==> src/rtl/apb4_master_bridge.sv <==
// Single-outstanding command-to-APB4 initiator bridge.
// Runs IDLE/SETUP/ACCESS/RESP and can abort a stalled access on a timeout.
module apb4_master_bridge #(
    parameter int DATA_WIDTH     = 32,
    parameter int ADDR_WIDTH     = 32,
    parameter int TIMEOUT_CYCLES = 256
) (
    input  logic                    clk,
    input  logic                    arst_n,
    input  logic                    req_valid,
    output logic                    req_ready,
    input  logic                    req_write,
    input  logic [ADDR_WIDTH-1:0]   req_addr,
    input  logic [DATA_WIDTH-1:0]   req_wdata,
    input  logic [DATA_WIDTH/8-1:0] req_wstrb,
    input  logic [2:0]              req_prot,
    output logic                    rsp_valid,
    input  logic                    rsp_ready,
    output logic [DATA_WIDTH-1:0]   rsp_rdata,
    output logic                    rsp_error,
    output logic                    rsp_timeout,
    output logic                    psel,
    output logic                    penable,
    output logic                    pwrite,
    output logic [2:0]              pprot,
    output logic [ADDR_WIDTH-1:0]   paddr,
    output logic [DATA_WIDTH-1:0]   pwdata,
    output logic [DATA_WIDTH/8-1:0] pstrb,
    input  logic [DATA_WIDTH-1:0]   prdata,
    input  logic                    pready,
    input  logic                    pslverr
);

    localparam int SW     = DATA_WIDTH / 8;
    localparam int CW_RAW = $clog2(TIMEOUT_CYCLES + 1);
    localparam int CW     = (CW_RAW < 1) ? 1 : CW_RAW;
    localparam int LAST   = (TIMEOUT_CYCLES > 0) ? TIMEOUT_CYCLES - 1 : 0;

    localparam logic [CW-1:0] CNT_LAST = CW'(LAST);
    localparam logic [CW-1:0] CNT_MAX  = '1;
    localparam logic [CW-1:0] CNT_ONE  = CW'(1);

    typedef enum logic [1:0] {
        S_IDLE,
        S_SETUP,
        S_ACCESS,
        S_RESP
    } state_e;

    state_e                state_q, state_d;
    logic                  live_q;
    logic [CW-1:0]         cnt_q, cnt_d;
    logic                  write_q, write_d;
    logic [2:0]            prot_q, prot_d;
    logic [ADDR_WIDTH-1:0] addr_q, addr_d;
    logic [DATA_WIDTH-1:0] wdata_q, wdata_d;
    logic [SW-1:0]         strb_q, strb_d;
    logic [DATA_WIDTH-1:0] rdata_q, rdata_d;
    logic                  err_q, err_d;
    logic                  tout_q, tout_d;
    logic                  timed_out;

    // live_q keeps req_ready low until the first edge after reset release
    always_ff @(posedge clk or negedge arst_n) begin
        if (!arst_n) begin
            state_q <= S_IDLE;
            live_q  <= 1'b0;
            cnt_q   <= '0;
            write_q <= 1'b0;
            prot_q  <= '0;
            addr_q  <= '0;
            wdata_q <= '0;
            strb_q  <= '0;
            rdata_q <= '0;
            err_q   <= 1'b0;
            tout_q  <= 1'b0;
        end else begin
            state_q <= state_d;
            live_q  <= 1'b1;
            cnt_q   <= cnt_d;
            write_q <= write_d;
            prot_q  <= prot_d;
            addr_q  <= addr_d;
            wdata_q <= wdata_d;
            strb_q  <= strb_d;
            rdata_q <= rdata_d;
            err_q   <= err_d;
            tout_q  <= tout_d;
        end
    end

    assign timed_out = (TIMEOUT_CYCLES > 0) && (cnt_q == CNT_LAST);

    always_comb begin
        state_d = state_q;
        cnt_d   = cnt_q;
        write_d = write_q;
        prot_d  = prot_q;
        addr_d  = addr_q;
        wdata_d = wdata_q;
        strb_d  = strb_q;
        rdata_d = rdata_q;
        err_d   = err_q;
        tout_d  = tout_q;
        unique case (state_q)
            S_IDLE: begin
                if (req_valid && live_q) begin
                    write_d = req_write;
                    prot_d  = req_prot;
                    addr_d  = req_addr;
                    wdata_d = req_wdata;
                    strb_d  = req_write ? req_wstrb : '0;
                    cnt_d   = '0;
                    state_d = S_SETUP;
                end
            end
            S_SETUP: begin
                cnt_d   = '0;
                state_d = S_ACCESS;
            end
            S_ACCESS: begin
                // a slave that answers on the threshold cycle still wins
                if (pready) begin
                    rdata_d = write_q ? '0 : prdata;
                    err_d   = pslverr;
                    tout_d  = 1'b0;
                    state_d = S_RESP;
                end else if (timed_out) begin
                    rdata_d = '0;
                    err_d   = 1'b1;
                    tout_d  = 1'b1;
                    state_d = S_RESP;
                end else if (cnt_q != CNT_MAX) begin
                    cnt_d = cnt_q + CNT_ONE;
                end
            end
            S_RESP: begin
                if (rsp_ready) begin
                    state_d = S_IDLE;
                end
            end
            default: state_d = S_IDLE;
        endcase
    end

    assign req_ready   = live_q && (state_q == S_IDLE);
    assign rsp_valid   = (state_q == S_RESP);
    assign rsp_rdata   = rdata_q;
    assign rsp_error   = err_q;
    assign rsp_timeout = tout_q;

    assign psel    = (state_q == S_SETUP) || (state_q == S_ACCESS);
    assign penable = (state_q == S_ACCESS);
    assign pwrite  = write_q;
    assign pprot   = prot_q;
    assign paddr   = addr_q;
    assign pwdata  = wdata_q;
    assign pstrb   = strb_q;

endmodule

==> config.mk <==
export PLATFORM = sky130hd
export DESIGN_NAME = apb4_master_bridge
export DESIGN_NICKNAME = d
export VERILOG_FILES = /design/src/rtl/apb4_master_bridge.sv
export SDC_FILE = /design/constraint.sdc
export NUM_CORES = 1
export LEC_CHECK = 0
export ABC_AREA = 1
export BUFFER_PORTS_ARGS = -buffer_cell sky130_fd_sc_hd__buf_2
export CORE_MARGIN = 8
export CORE_UTILIZATION = 40
export CTS_BUF_LIST = sky130_fd_sc_hd__clkbuf_4
export CTS_CLUSTER_DIAMETER = 120
export DETAILED_ROUTE_END_ITERATION = 7
export GPL_ROUTABILITY_DRIVEN = 0
export PLACE_DENSITY = 0.71
export SLEW_MARGIN = 10
export SYNTH_ARGS = -nofsm -noshare
export SYNTH_HDL_FRONTEND = slang
export SYNTH_SLANG_ARGS = --single-unit
==> constraint.sdc <==
create_clock -name clk -period 1.9 [get_ports clk]
set_input_delay 0.285 -clock clk [delete_from_list [all_inputs] [get_ports clk]]
set_output_delay 0.285 -clock clk [all_outputs]
set_load 0.02 [all_outputs]
[Yosys cells after proc, flatten, opt, wreduce, memory -nomap -nowiden]
Index checks and enable logic that the tools add are counted.
Word-level totals
  register bits after elaboration: 118
  input port bits: 110
  output and inout bits: 110
  logic and storage cells: 50
Cells by class
  add/subtract/negate cells: 1
  equal/unequal tests: 11
  muxes and demuxes: 17
  reductions and logical operators: 10
Operator list (count)
  32-bit two-way mux: 3
  9-bit two-way mux: 4
  9-bit case mux with 3 select lines: 1
  9-bit by 1-bit adder with 9-bit output (second input constant): 1
  9-bit by 8-bit equality test with 1-bit output (second input constant): 1
  9-bit != test (second input constant): 1
  2-bit two-way mux: 4
  2-bit case mux with 4 select lines: 1
  2-bit != test (second input constant): 3
  5-bit AND reduction: 1
  2-bit equality test (second input constant): 2
  4-bit two-way mux: 1
  2-bit by 1-bit != test with 1-bit output (second input constant): 2
  2-bit AND reduction: 2
  1-bit two-way mux: 3
  3-bit by 1-bit != test with 1-bit output (second input constant): 1
  3-bit AND reduction: 1
  3-bit nonzero test: 1
  2-bit by 1-bit equality test with 1-bit output (second input constant): 1
  1-bit logical AND: 2
  2-bit logical NOT: 1
  2-bit nonzero test: 1
  1-bit logical OR: 1

[Logic depth before layout (Yosys ltp)]
  depth in word-level cells: 5
  depth in mapped cells: 13
  depth with buffers taken out: 13

[Least setup slack after synthesis]
OpenSTA, ideal clock, no wires.
  kind: register to register
  from: register cnt_q[0]
  to: register cnt_q[2]
  library setup time: 118 ps
  data arrival time: 1703 ps
  setup slack: 79 ps
  cell stages (with the launch flop): 14
  path buffers: 1
  period minus slack after synthesis: 1821 ps
  cells stage by stage: dfrtp_1 -> ha_1 -> nand2_1 -> nor2_1 -> nand2_1 -> nor2_1 -> ha_1 -> nand2_1 -> nand2_2 -> nor2_4 -> nand2_2 -> buf_6 -> nand2_1 -> o21ai_2
Between the ends
  word-level cells in the longest chain between the ends: 5
  elaborated cells on any way between the ends: 10
  those cells by class: 1 x add/sub; 4 x eq/ne; 4 x mux; 1 x reduce/logical
Ends and longest elaborated chain
  start: declaration: line 52  | logic [CW-1:0] cnt_q, cnt_d;
  start signal: assignment: line 80  | cnt_q <= cnt_d;
  9-bit by 1-bit adder with 9-bit output: line 134  | cnt_d = cnt_q + CNT_ONE;
  9-bit two-way mux: line 133  | end else if (cnt_q != CNT_MAX) begin
  9-bit two-way mux: line 128  | end else if (timed_out) begin
  9-bit two-way mux: line 123  | if (pready) begin
  9-bit case mux with 3 select lines: line 105  | unique case (state_q)
Parallel ways exist; a longest one is shown, timed or not. The select of a mux whose other input is x is not followed.
A chain may end at the register's enable or synchronous reset.

[Worst setup path in the final report]
  from: register cnt_q[0]
  to: register rdata_q[13], in the netlist rsp_rdata[13]
Between the ends
  word-level cells in the longest chain between the ends: 3
Ends and longest elaborated chain
  9-bit by 8-bit equality test with 1-bit output: line 92  | assign timed_out = (TIMEOUT_CYCLES > 0) && (cnt_q == CNT_LAST);
  2-bit nonzero test (no source line)
  2-bit AND reduction (no source line)
  end signal: assignment: line 86  | rdata_q <= rdata_d;
  end: declaration: line 58  | logic [DATA_WIDTH-1:0] rdata_q, rdata_d;
Every way passes these cells.

==> results.txt <==
The run finished with clean final reports. The synthesis-to-layout area growth came out at 59.3%. The cell area after placement is 0.00614 mm^2. Setup violations remaining at the end of the flow were counted as 0.

The share of total power dissipated in the clock network is 0.171. The highest fanout seen on the critical path is 22. Counting the fill cells in the layout gives 886. The required time at the endpoint of the critical path came out at ~2300 ps. The overall track demand over capacity in global routing came out at 0.207. For this configuration, the core starts out at a cell density of 0.406. The clock root buffer is clkbuf_4. The fraction of final layout cells sized beyond drive strength 1 came out at 0.340.

The peak supply drop came out at between 1 and 1.5 mV. For the worst-skew pair, the clock arrives at the later sink with an insertion delay of 540 ps. The final count of hold timing violations came out at 0. The power per cell area came out at between 1500 and 2000 mW/mm^2.

The cell count after synthesis came out at approximately 530. The total congestion overflow after global routing came out at 0. The DRC marker count from the first detailed-route iteration came out at approximately 300. The post-detailed-route via-to-cell ratio is 4.81. The kind of start point of the critical path is a register. The number of detailed-routing iterations run before antenna repair came out at 4.

The count of warnings emitted by yosys came out at 0. The full die area came out at 0.0158 mm^2. The die is 126 um wide. The proportion of power drawn by combinational gates came out at 0.464.

The share of the cycle needed by the critical path after routing is 0.957. The post-synth net total is approximately 650. Subtracting the final worst setup slack from the clock period gives roughly 1800 ps. The number of nets in the final layout is 990. The maximum clock frequency came out at approximately 550 MHz. In the layout the commonest cells are nand2_1, buf_2, dfrtp_1, dlygate4sd3_1, nand3_1.

The CTS tree is built. The internal power component came out at approximately 6600 uW. The analysis attributes to cell leakage a power of about 0.0043 uW.

The worst hold-check slack is around 140 ps. The pin count of the biggest net entering global routing came out at 48. The number of cell rows came out at 40.

The count of flip-flops with a built-in enable after synthesis came out at 0. The max-slew violation count was 0. The register bit total from synthesis is ~120. The start-to-end type of the worst setup path is register to register.

The average footprint of a synthesized cell came out at 9.07 um^2. The count of nets left with antenna violations once routing finished came out at 0. The share of total power dissipated in sequential elements is 0.365. The switching power total came out at between 4000 and 5000 uW.

The worst max-slew margin expressed relative to the limit came out at 0.659. The total number of vias came out at between 4000 and 5000. The core area came out at approximately 0.012 mm^2. The buffer depth of the longest clock path came out at 2. The final setup skew is approximately 11 ps. The synthesized netlist occupies a cell area of 0.00482 mm^2. The detailed placer's ending HPWL came out at between 10 and 15 mm. The type of the tightest min-delay check is input pin to register. The residual DRC count came out at 0. The total design power is 11500 uW. The switching share of power came out at 0.431. The finished cells cover 0.00767 mm^2. The number of CTS-inserted buffers is 17. The clock transition at the registers of the reported paths came out at around 100 ps. The worst setup path is captured at a register. The initial antenna violation count was 2. For this run, the register share of the synthesized area comes to 0.613.

The number of port buffers is ~220. The number of library cell types mapped by synthesis is 24. The number of top-level design ports is between 200 and 250.

The area of the multi-input gates came out at ~0.0018 mm^2. The clock sink count is 118. The count of H-tree levels built during CTS came out at 4. Across the whole layout, storage elements account for roughly 0.0030 mm^2. From bottom edge to top edge, the die measures 126 um. For the pin with the worst max-slew slack, the measured transition is approximately 510 ps. The first-pass GRT wire length came out at around 26 mm. The library cell used most frequently in the layout, excluding fill and tap cells, is nand2_1. The data arrival time of the worst path came out at 2260 ps.

In the final routed layout, each cell accounts on average for 15.7 um. After detailed routing, the total wire length is around 16 mm. After synthesis, the share of flip-flops with an asynchronous set or reset is 1.00. The number of global-route vias before repair came out at 5392.

The primary flip-flop cell chosen by synthesis mapping is dfrtp_1. The number of maximum-capacitance violations came out at 0.
## flip-flops by register name, summed over array words and instances (netlist names)
| register | flops |
|---|---|
| cnt_q | 9 |
| live_q | 1 |
| paddr | 32 |
| pprot | 3 |
| pstrb | 4 |
| pwdata | 32 |
| pwrite | 1 |
| rsp_error | 1 |
| rsp_rdata | 32 |
| rsp_timeout | 1 |
| state_q | 2 |
## area by class of cell
type                       count  area share
antenna                        2    0.000652
tap                          147      0.0240
clock inverter                13      0.0210
clock buffer                  19      0.0186
sequential                   118       0.385
inverter                      19     0.00929
multi-input combinational    369       0.229
timing repair buffer         348       0.313
## worst paths after layout
kind / end / slack (ps) / startpoint / cells after the start
worst max-delay path: rsp_rdata[13] / 80 / cnt_q[0] / 9
worst min register to register: pwdata[5] / 470 / pwdata[5] / 2
max in group asynchronous: paddr[16] / 1070 / arst_n / 3
worst min-delay path: rsp_timeout / 140 / pready / 4
worst max register to register: rsp_rdata[13] / 80 / cnt_q[0] / 9
min in group asynchronous: state_q[1] / 240 / arst_n / 2
## power groups by stage
| stage | Sequential [uW] | Clock (uW) | Combinational [uW] |
|---|---|---|---|
| 3_3_place_gp | 4170 | 0 | 4810 |
| 3_5_place_dp | 4220 | 0 | 4950 |
| 2_1_floorplan | 5500 | 0 | 1730 |
| 4_1_cts | 4190 | 2040 | 5250 |
| 6_report | 4210 | 1970 | 5350 |
| 5_1_grt | 4340 | 2130 | 5790 |
## per-layer routing
| layer | GRT usage | routed length [um] | up-vias |
|---|---|---|---|
| met1 | 0.214 | 6320 | 2382 |
| li1 | - | - | 2357 |
| met4 | 0.0899 | 494 | 0 |
| met5 | 0 | 0 | - |
| met3 | 0.0852 | 1210 | 40 |
| met2 | 0.362 | 8270 | 204 |
## critical path, cell delays in order (launching register included)
cell and delay (ps):
dfrtp_1 380, ha_2 200, nand2_2 70, nor2_4 120, nand2_2 80, nor2_4 170
ha_4 180, o21ai_2 70, buf_4 210, a32o_1 220
## what timing repair did
item | in CTS | in global routing
hold endpoints to repair | 138 | 0
hold buffers | 106 | 0
setup buffers | 4 | 2
setup endpoints to repair | 22 | 36
resized for setup | 10 | 19
pin swaps | 0 | 10
## metrics by stage
| step | setup WS [ps] | utilization | std cells | TNS (ps) |
|---|---|---|---|---|
| floorplan | 79.0 | - | 531 | 0 |
| global placement | 21.3 | 0.518 | 889 | 0 |
| detailed placement | -85.9 | 0.518 | 889 | -255 |
| CTS | 6.44 | 0.638 | 1031 | 0 |
| global route | -35.8 | 0.647 | 1035 | -130 |
| finish | 81.3 | 0.647 | 1035 | 0 |
## cells by family (layout without fill, tap and decap cells)
kind of cell,after synthesis,after routing,share of synthesized area
and+or+nand+nor,334,334,0.277
DFF,118,118,0.613
buffers and inverters,44,399,0.0434
AOI/OAI and AO/OA,27,27,0.0473
adders and majority gates,7,7,0.0182
other,1,3,0.000778
## Yosys cell counts, types with 3 or more instances
master / instances / share of area
nand2_1: 282 / 0.22
dfrtp_1: 118 / 0.61
nand3_1: 32 / 0.033
buf_2: 23 / 0.024
inv_1: 16 / 0.012
a32o_1: 13 / 0.027
nor2_1: 9 / 0.0070
ha_1: 7 / 0.018
o21ai_2: 5 / 0.0091
inv_2: 3 / 0.0023
nand2_2: 3 / 0.0039
nand4_1: 3 / 0.0039
o21ai_0: 3 / 0.0031
No activity file was read; power rests on OpenSTA's default activity.
